### src/rtl/demux1to2_buf_if.sv
// Purpose: bundles the input stream, both output channels and counters of demux1to2_buf.
// Latency: n/a (wiring only).
// Backpressure: valid/ready per stream; master is the environment, slave is the demux.
interface demux1to2_buf_if #(
  parameter int DSize   = 32,
  parameter int CntSize = 16
);
  logic               in_valid;
  logic               in_ready;
  logic               S;
  logic [DSize-1:0]   I;
  logic               out0_valid;
  logic               out0_ready;
  logic [DSize-1:0]   Y0;
  logic               out1_valid;
  logic               out1_ready;
  logic [DSize-1:0]   Y1;
  logic [CntSize-1:0] cnt0;
  logic [CntSize-1:0] cnt1;

  modport master (
    output in_valid, S, I, out0_ready, out1_ready,
    input  in_ready, out0_valid, Y0, out1_valid, Y1, cnt0, cnt1
  );

  modport slave (
    input  in_valid, S, I, out0_ready, out1_ready,
    output in_ready, out0_valid, Y0, out1_valid, Y1, cnt0, cnt1
  );
endinterface

### src/rtl/demux1to2_buf.sv
// Purpose: steers one valid/ready stream into one of two registered output channels, counting deliveries.
// Latency: 1 cycle from accept to the word appearing on the selected channel.
// Backpressure: in_ready follows the selected channel only; a full channel is refilled in the cycle it pops.
module demux1to2_buf #(
  parameter int DSize   = 32,
  parameter int CntSize = 16
) (
  input logic             clk,
  input logic             rst_n,
  demux1to2_buf_if.slave  bus
);

  logic               v0_q;
  logic               v1_q;
  logic [DSize-1:0]   y0_q;
  logic [DSize-1:0]   y1_q;
  logic [CntSize-1:0] cnt0_q;
  logic [CntSize-1:0] cnt1_q;

  logic in_ready;
  logic accept;
  logic acc0;
  logic acc1;
  logic pop0;
  logic pop1;

  // Ready depends only on the selected channel having room (empty or draining now).
  always_comb begin
    in_ready = 1'b0;
    if (rst_n) begin
      in_ready = bus.S ? (!v1_q || bus.out1_ready) : (!v0_q || bus.out0_ready);
    end
  end

  assign accept = bus.in_valid & in_ready;
  assign acc0   = accept & !bus.S;
  assign acc1   = accept &  bus.S;
  assign pop0   = v0_q & bus.out0_ready;
  assign pop1   = v1_q & bus.out1_ready;

  // Channel registers and delivery counters; data only moves on accept, so a stalled word is frozen.
  always_ff @(posedge clk) begin
    if (!rst_n) begin
      v0_q   <= 1'b0;
      v1_q   <= 1'b0;
      y0_q   <= '0;
      y1_q   <= '0;
      cnt0_q <= '0;
      cnt1_q <= '0;
    end else begin
      v0_q <= acc0 | (v0_q & !pop0);
      v1_q <= acc1 | (v1_q & !pop1);
      if (acc0) y0_q <= bus.I;
      if (acc1) y1_q <= bus.I;
      if (pop0) cnt0_q <= cnt0_q + CntSize'(1);
      if (pop1) cnt1_q <= cnt1_q + CntSize'(1);
    end
  end

  assign bus.in_ready   = in_ready;
  assign bus.out0_valid = v0_q;
  assign bus.out1_valid = v1_q;
  assign bus.Y0         = y0_q;
  assign bus.Y1         = y1_q;
  assign bus.cnt0       = cnt0_q;
  assign bus.cnt1       = cnt1_q;

endmodule

### src/flat_wrapper.sv
// flat-port wrapper written by rule: the top's interface ports become plain ports
module demux1to2_buf_flat 
#(
  parameter int DSize   = 32,
  parameter int CntSize = 16
)
  (clk, rst_n, bus_in_valid, bus_S, bus_I, bus_out0_ready, bus_out1_ready, bus_in_ready, bus_out0_valid, bus_Y0, bus_out1_valid, bus_Y1, bus_cnt0, bus_cnt1);
  demux1to2_buf_if #(.DSize(DSize), .CntSize(CntSize)) bus_i ();
  input logic clk;
  input logic rst_n;
  input wire logic [$bits(bus_i.in_valid)-1:0] bus_in_valid;
  input wire logic [$bits(bus_i.S)-1:0] bus_S;
  input wire logic [$bits(bus_i.I)-1:0] bus_I;
  input wire logic [$bits(bus_i.out0_ready)-1:0] bus_out0_ready;
  input wire logic [$bits(bus_i.out1_ready)-1:0] bus_out1_ready;
  output wire logic [$bits(bus_i.in_ready)-1:0] bus_in_ready;
  output wire logic [$bits(bus_i.out0_valid)-1:0] bus_out0_valid;
  output wire logic [$bits(bus_i.Y0)-1:0] bus_Y0;
  output wire logic [$bits(bus_i.out1_valid)-1:0] bus_out1_valid;
  output wire logic [$bits(bus_i.Y1)-1:0] bus_Y1;
  output wire logic [$bits(bus_i.cnt0)-1:0] bus_cnt0;
  output wire logic [$bits(bus_i.cnt1)-1:0] bus_cnt1;
  assign bus_i.in_valid = bus_in_valid;
  assign bus_i.S = bus_S;
  assign bus_i.I = bus_I;
  assign bus_i.out0_ready = bus_out0_ready;
  assign bus_i.out1_ready = bus_out1_ready;
  assign bus_in_ready = bus_i.in_ready;
  assign bus_out0_valid = bus_i.out0_valid;
  assign bus_Y0 = bus_i.Y0;
  assign bus_out1_valid = bus_i.out1_valid;
  assign bus_Y1 = bus_i.Y1;
  assign bus_cnt0 = bus_i.cnt0;
  assign bus_cnt1 = bus_i.cnt1;
  demux1to2_buf #(.DSize(DSize), .CntSize(CntSize)) u_core (.clk(clk), .rst_n(rst_n), .bus(bus_i));
endmodule
### config.mk
export PLATFORM = sky130hd
export DESIGN_NAME = demux1to2_buf_flat
export DESIGN_NICKNAME = d
export VERILOG_FILES = /design/src/rtl/demux1to2_buf_if.sv /design/src/rtl/demux1to2_buf.sv /design/src/flat_wrapper.sv
export SDC_FILE = /design/constraint.sdc
export NUM_CORES = 1
export LEC_CHECK = 0
export CORE_MARGIN = 4
export CORE_UTILIZATION = 44
export DETAILED_ROUTE_END_ITERATION = 8
export PLACE_DENSITY = 0.88
export SETUP_SLACK_MARGIN = 0.2
export SLEW_MARGIN = 20
export SYNTH_ARGS = -nofsm -noshare
export SYNTH_HDL_FRONTEND = slang
export SYNTH_SLANG_ARGS = --single-unit
### constraint.sdc
create_clock -name clk -period 2.23 [get_ports clk]
set_input_delay 0.446 -clock clk [delete_from_list [all_inputs] [get_ports clk]]
set_output_delay 0.446 -clock clk [all_outputs]
set_load 0.005 [all_outputs]
==> results of run 1 <==
[per-layer routing]
layer	vias to the layer above	wire length [um]	GRT usage [%]
li1	1787	-	-
met1	1690	4090	24.7
met2	121	5400	37.2
met3	23	750	6.31
met4	0	207	6.09
met5	-	0	0
[registers in the layout (all words and copies together) (netlist names)]
name	cells
u_core.bus.out0_valid	1
u_core.bus.Y0	32
u_core.bus.cnt0	16
u_core.bus.Y1	32
u_core.bus.out1_valid	1
u_core.bus.cnt1	16
[what timing repair did]
action                     in CTS  in global routing
pin swaps                       1                  1
gates resized for setup         4                  3
hold endpoints to repair        0                  0
setup endpoints to repair       1                  1
[critical path, cell delays in order]
cell	delay [ns]
clkdlybuf4s50_1	0.53
buf_4	0.16
nand2_1	0.11
or3b_2	0.48
buf_4	0.22
nand2_1	0.10
a21oi_1	0.07
[worst paths after layout]
kind / startpoint / end / slack, ns / cells past startpoint
worst max-delay path: rst_n / u_core.bus.Y1[5] / 0.31 / 7
worst min register to register: u_core.bus.Y1[31] / u_core.bus.Y1[31] / 0.46 / 2
worst min-delay path: u_core.bus.Y1[31] / u_core.bus.Y1[31] / 0.46 / 2
worst max register to register: u_core.bus.cnt0[5] / u_core.bus.cnt0[14] / 0.43 / 4
[through the flow]
stage	total power, mW	hold WS [ns]	setup WS [ns]	TNS, ns	instances
after floorplan	1.95	0.453	0.577	0	458
after global placement	2.15	0.442	-0.208	-0.208	689
after detailed placement	2.16	0.446	-0.177	-0.391	689
after CTS	3.37	0.458	0.215	0	705
after global routing	3.48	0.478	0.233	0	705
final	3.34	0.457	0.308	0	705
[cell usage in the layout (no fill, tap or decap), types with 9 or more instances in the layout]
master / instances
a21oi_1: 72
buf_4: 14
clkbuf_8: 9
clkdlybuf4s50_1: 133
dfxtp_1: 98
nand2_1: 143
nand3_1: 14
nor2_1: 29
xnor2_1: 12
xor2_1: 10
[cells by family (layout without fill, tap and decap cells)]
family,count (synthesis),in the layout,share of synthesized area (%)
DFF,98,98,53.0
buffers and inverters,29,171,2.94
xor gates and xnor gates,22,22,5.21
adders and majority gates,2,2,0.676
and+or+nand+nor,226,226,26.7
AOI/OAI and AO/OA,79,79,10.9
muxes,2,2,0.541
[final cells by class]
cell class | count | area (um^2) | share of cell area [%]
flip-flops and latches | 98 | 1960 | 36.1
repair buffers | 150 | 1470 | 27.0
inverters | 5 | 18.8 | 0.345
clock inverters | 4 | 76.3 | 1.40
clock buffers | 12 | 135 | 2.49
multi-input cells | 331 | 1640 | 30.3
well taps | 105 | 131 | 2.42
[power breakdown]
| part | switching, mW | internal [mW] |
|---|---|---|
| registers | 0.0252 | 1.79 |
| clock network | 0.584 | 0.636 |
| logic | 0.137 | 0.165 |
==> impl_results.md, run 1 <==
* Num rows at 33
* Slew Viols, Final at 0
* # setup viols final at 0
* Worst setup SP type: primary input
* Static Leak at between 1.5 and 2 nW
* Hold Crit Class: flop to flop
* Post-synth ARST share at 0%
* Pwr dens at between 600 and 700 nW/um^2
* EDFF count, synth at 0
* H-tree depth at 3
* Worst-path clk slew at roughly 0.09 ns
* Top cell type's share of synthesized area at around 53%
* Worst slew pin tran at 0.977 ns
* Vias/cell at 5.14
* Number of detailed-route iterations in the first pass at 5
* Min Tclk post-route at ~1.9 ns
* Port Buffer Count at approximately 140
* Hold buffers post-CTS at 0
* Layout Skew at roughly 0.0086 ns
* Clk_lat worst skew at between 0.3 and 0.4 ns
* RSZ-0062 raised after global routing: no
* Die width at 99.7 um
* DRC viols at 0
* Grt ovf at 0
* Slew HR at between 30% and 40%
* # fillers at just under 700
* Count leader, synth: nand2_1
* Antenna-violating nets left at 0
* Final Util at ~66%
* Die area at ~9900 um^2
* Area of the core at 8220 um^2
* Detailed Route Iter0 Violations at 145
* FF+latch count, synth at 98
* Vias post-DR at roughly 3600
* Netlist cell types at 30
* Fin area at 5430 um^2
* Global-route wire length before repair at 17100 um
* Chip height at 99.7 um
* Final Hold Fails at 0
* Wire per inst at 14.8 um
* Antenna violations before repair at 0
* Post-Synthesis Cells at ~460
* Placer Congestion at between 0.7 and 0.8
* Layout cells sized above 1 at roughly 6%
* Synthesized area at ~3700 um^2
* P&R area growth vs syn at 46.9%
* Yosys warns at 0
* Synthesized area per cell at about 8.1 um^2
* TritonCTS clock tree: built
* Placed Area at 5220 um^2
* Status: finished clean
* Max Clk Rate at ~0.52 GHz
* # Max-Cap Violations at 0
* WP data required at around 2.4 ns
* Arr. time, crit path at approximately 2.1 ns
* TritonCTS Buffers at 9
* Clk root buf: clkbuf_8
* Final period util at 86.2%
* Initial Utilization at between 40% and 50%
* Syn_nets at roughly 500
* Crit Path Max Fanout at 19
* Largest net degree at the start of global routing at 97
* Nets@finish at between 600 and 700
* DP HPWL at 7550 um
* Post-synth top flop: dfxtp_1
* Total GRT Usage at a little over a fifth
* Ports placed on the boundary at about 140
* Inserted Diodes at 0
* Final wirelength at 10400 um
* Clk buf depth at 2
* Largest cells by area after synthesis: dfxtp_1, nand2_1, a21oi_1
* Crit path kind: primary input to flop
* Max VDD drop at 0.355 mV
* Crit end category: flop
* Post-synthesis sequential area ratio at 53.0%
* Top cells by count, synth: nand2_1, dfxtp_1, a21oi_1
* Area leader, netlist: dfxtp_1
* Setup Fix Bufs, Post-CTS at 0
* CTS sink cnt at 98
* Vias in the first global route at ~3600
No activity file was read; power rests on OpenSTA's default activity.
==> run 2: changes to the inputs <==
clock period = 1.8 ns   (was 2.23 ns; I/O delays follow)
==> run 2 against run 1 <==
Worst hold slack got worse by 0.00076 ns; critical path depth is the same; clock skew up 0.0039 ns; final cell count up 5.0%; non-clock buffer count grew 35; global-route usage is 0.61 points higher; clock-buffer cell count shrank 2; critical path type is now flop to flop; via count up 5.8%; sequential power up 23%; clock power rose by 19%.
==> impl_results.md, run 2 (synthesis results as in run 1) <==
* Inserted Diodes at 0 (unchanged)
* Clock power share at 35.4% (-1.2 points)
* Min Tclk post-route at 1.68 ns
* # setup viols final at 0 (unchanged)
* Wire per inst at 16.1 um (+8.8%)
* Clk_lat worst skew at 0.36 ns (about the same)
* Total GRT Usage at 21.7% (+0.61 points)
* Setup Slack @ Placement at -0.427 ns (-0.250 ns)
* Layout cells sized above 1 at 25.5% (+20 points)
* # Max-Cap Violations at 0 (unchanged)
* NetSw at 996 uW (+33%)
* Static Leak at 3.27 nW (+74%)
* Area of the multi-input gates at 1800 um^2 (+9.2%)
* Final Hold Fails at 0 (unchanged)
* Worst r2r src: u_core.bus.out0_valid
* Max VDD drop at 0.522 mV (+47%)
* CTS sink cnt at 98 (unchanged)
* Switching share of power at 24.3% (+1.9 points)
* Port Buffer Count at 136 (unchanged)
* Combinational share of power at 10.3% (+1.3 points)
* WHS Endpoint: u_core.bus.Y1[30]
* Max Clk Rate at about 0.6 GHz
* Number of detailed-route iterations in the first pass at 4 (-1)
* Layout Skew at 0.0125 ns (+0.00390 ns)
* Chip height at 99.7 um (unchanged)
* Largest net degree at the start of global routing at 97 (unchanged)
* TritonCTS Buffers at 9 (unchanged)
* Commonest non-fill, non-tap cell in the layout: nand2_1
* Final wirelength at 11900 um (+14%)
* Initial Utilization at 45.0% (unchanged)
* Vias/cell at 5.18 (+0.82%)
* Antenna-violating nets left at 0 (unchanged)
* H-tree depth at 3 (unchanged)
* Final worst slack at 0.115 ns (-0.192 ns)
* Clk buf depth at 2 (unchanged)
* Highest-count cells in the layout ignoring fill and taps: nand2_1, a21oi_1, clkdlybuf4s50_1
* Arr. time, crit path at 1.87 ns (-0.25 ns)
* Crit path kind: flop to flop
* Crit end category: flop
* Die area at 9940 um^2 (unchanged)
* Seq pwr share at 54.3% (about the same)
* DRC viols at 0 (unchanged)
* Vias post-DR at 3832 (+5.8%)
* Fin Hold WS at 0.456 ns (-0.000763 ns)
* Ports placed on the boundary at 137 (unchanged)
* Sequential standard cell area at 2070 um^2 (+5.6%)
* Placer Congestion at 0.757 (-3.6%)
* # fillers at 572 (-15%)
* Pwr dens at 662 nW/um^2 (+7.9%)
* Crit Path Max Fanout at 5 (-14)
* P&R area growth vs syn at 67.5%
* Nets@finish at 670 (+5.5%)
* Slew HR at 30.8% (-4.1 points)
* Reg2reg setup slack at 0.12 ns (-0.31 ns)
* Grt ovf at 0 (unchanged)
* Int Power at 3.11 mW (+20%)
* Hold Path Origin: u_core.bus.Y1[30]
* Clk root buf: clkbuf_8
* Ordered list of cells on the worst path: nor2b_4 -> buf_4 -> buf_6 -> or3_4 -> clkbuf_16 -> nand2_1 -> a21oi_1
* Area of the core at 8220 um^2 (unchanged)
* TritonCTS clock tree: built
* RSZ-0062 raised after global routing: yes
* WP data required at 1.99 ns (-0.44 ns)
* Global-route wire length before repair at 17700 um (+3.2%)
* Reg2reg end: u_core.bus.Y0[21]
* Final period util at between 90 and 100%
* Die width at 99.7 um (unchanged)
* Detailed Route Iter0 Violations at 129 (-11%)
* Vias in the first global route at 3726 (+3.0%)
* Worst setup SP type: flop
* Hold path cells at 2 (unchanged)
* Num rows at 33 (unchanged)
* Slew Viols, Final at 0 (unchanged)
* Status: finished clean
* Worst slew pin tran at 1.04 ns (+0.0616 ns)
* Depth of the worst register-to-register path at 7 (+3)
* Hold Crit Class: flop to flop
* Worst-path clk slew at 0.10 ns (about the same)
* Worst path slowest cell: or3_4
* Antenna violations before repair at 0 (unchanged)
* DP HPWL at 7520 um (-0.42%)
* Worst path max stage delay at 0.46 ns (-0.07 ns)
[run 2: metrics by stage]
stage | instances | utilization [%] | setup TNS [ns] | area, um^2 | power [mW]
floorplan | 458 | - | 0 | 3710 | 2.42
global route | 740 | 75.4 | 0 | 6200 | 4.25
finish | 740 | 75.4 | 0 | 6200 | 4.11
global placement | 699 | 64.7 | -22.66 | 5320 | 2.66
detailed placement | 699 | 64.7 | -24.86 | 5320 | 2.68
CTS | 727 | 69.3 | 0 | 5700 | 4.08
[run 2: cell type report]
cell class,instances,area share (%)
clock buffers,10,2.22
clock inverters,6,1.07
inverters,5,0.303
multi-input cells,331,29.0
flip-flops and latches,98,33.4
well taps,105,2.12
repair buffers,185,31.9
[run 2: routing by layer]
metal	share of wire (%)	vias up	GRT usage, %
met3	7.0	18	7.92
li1	-	1866	-
met2	53	130	40.0
met5	0	-	0
met4	1.7	0	5.04
met1	39	1818	23.6
[run 2: worst max-delay path by stage]
stage | start | endpoint | slack [ns] | cells past startpoint
2_1_floorplan | u_core.bus.cnt1[2] | u_core.bus.cnt1[12] | 0.21 | 4
3_3_place_gp | bus_out0_ready | bus_in_ready | -0.43 | 5
3_5_place_dp | bus_out0_ready | bus_in_ready | -0.43 | 5
4_1_cts | bus_out0_ready | bus_in_ready | 0.09 | 5
5_1_grt | u_core.bus.out0_valid | u_core.bus.Y0[21] | 0.06 | 7
6_report | u_core.bus.out0_valid | u_core.bus.Y0[21] | 0.12 | 7
[run 2: power by group through the flow]
stage / combinational (mW) / sequential (mW) / clock, mW
3_5_place_dp: 0.380 / 2.30 / 0
2_1_floorplan: 0.120 / 2.30 / 0
3_3_place_gp: 0.372 / 2.29 / 0
5_1_grt: 0.455 / 2.24 / 1.56
4_1_cts: 0.388 / 2.23 / 1.46
6_report: 0.424 / 2.23 / 1.45
[run 2: critical path, delay by kind of cell (launching register included)]
family | cells | cell delay [ns]
buffers and inverters | 3 | 0.43
AND/OR/NAND/NOR | 3 | 0.67
AO/OA/AOI/OAI | 1 | 0.07
flip-flops | 1 | 0.33
[run 2: timing repair]
item | in CTS | in global routing
setup buffers | 11 | 10
hold buffers | 0 | 0
endpoints found under the setup margin | 133 | 109
gates cloned | 1 | 3
pin swaps | 2 | 14
gates resized for setup | 68 | 133
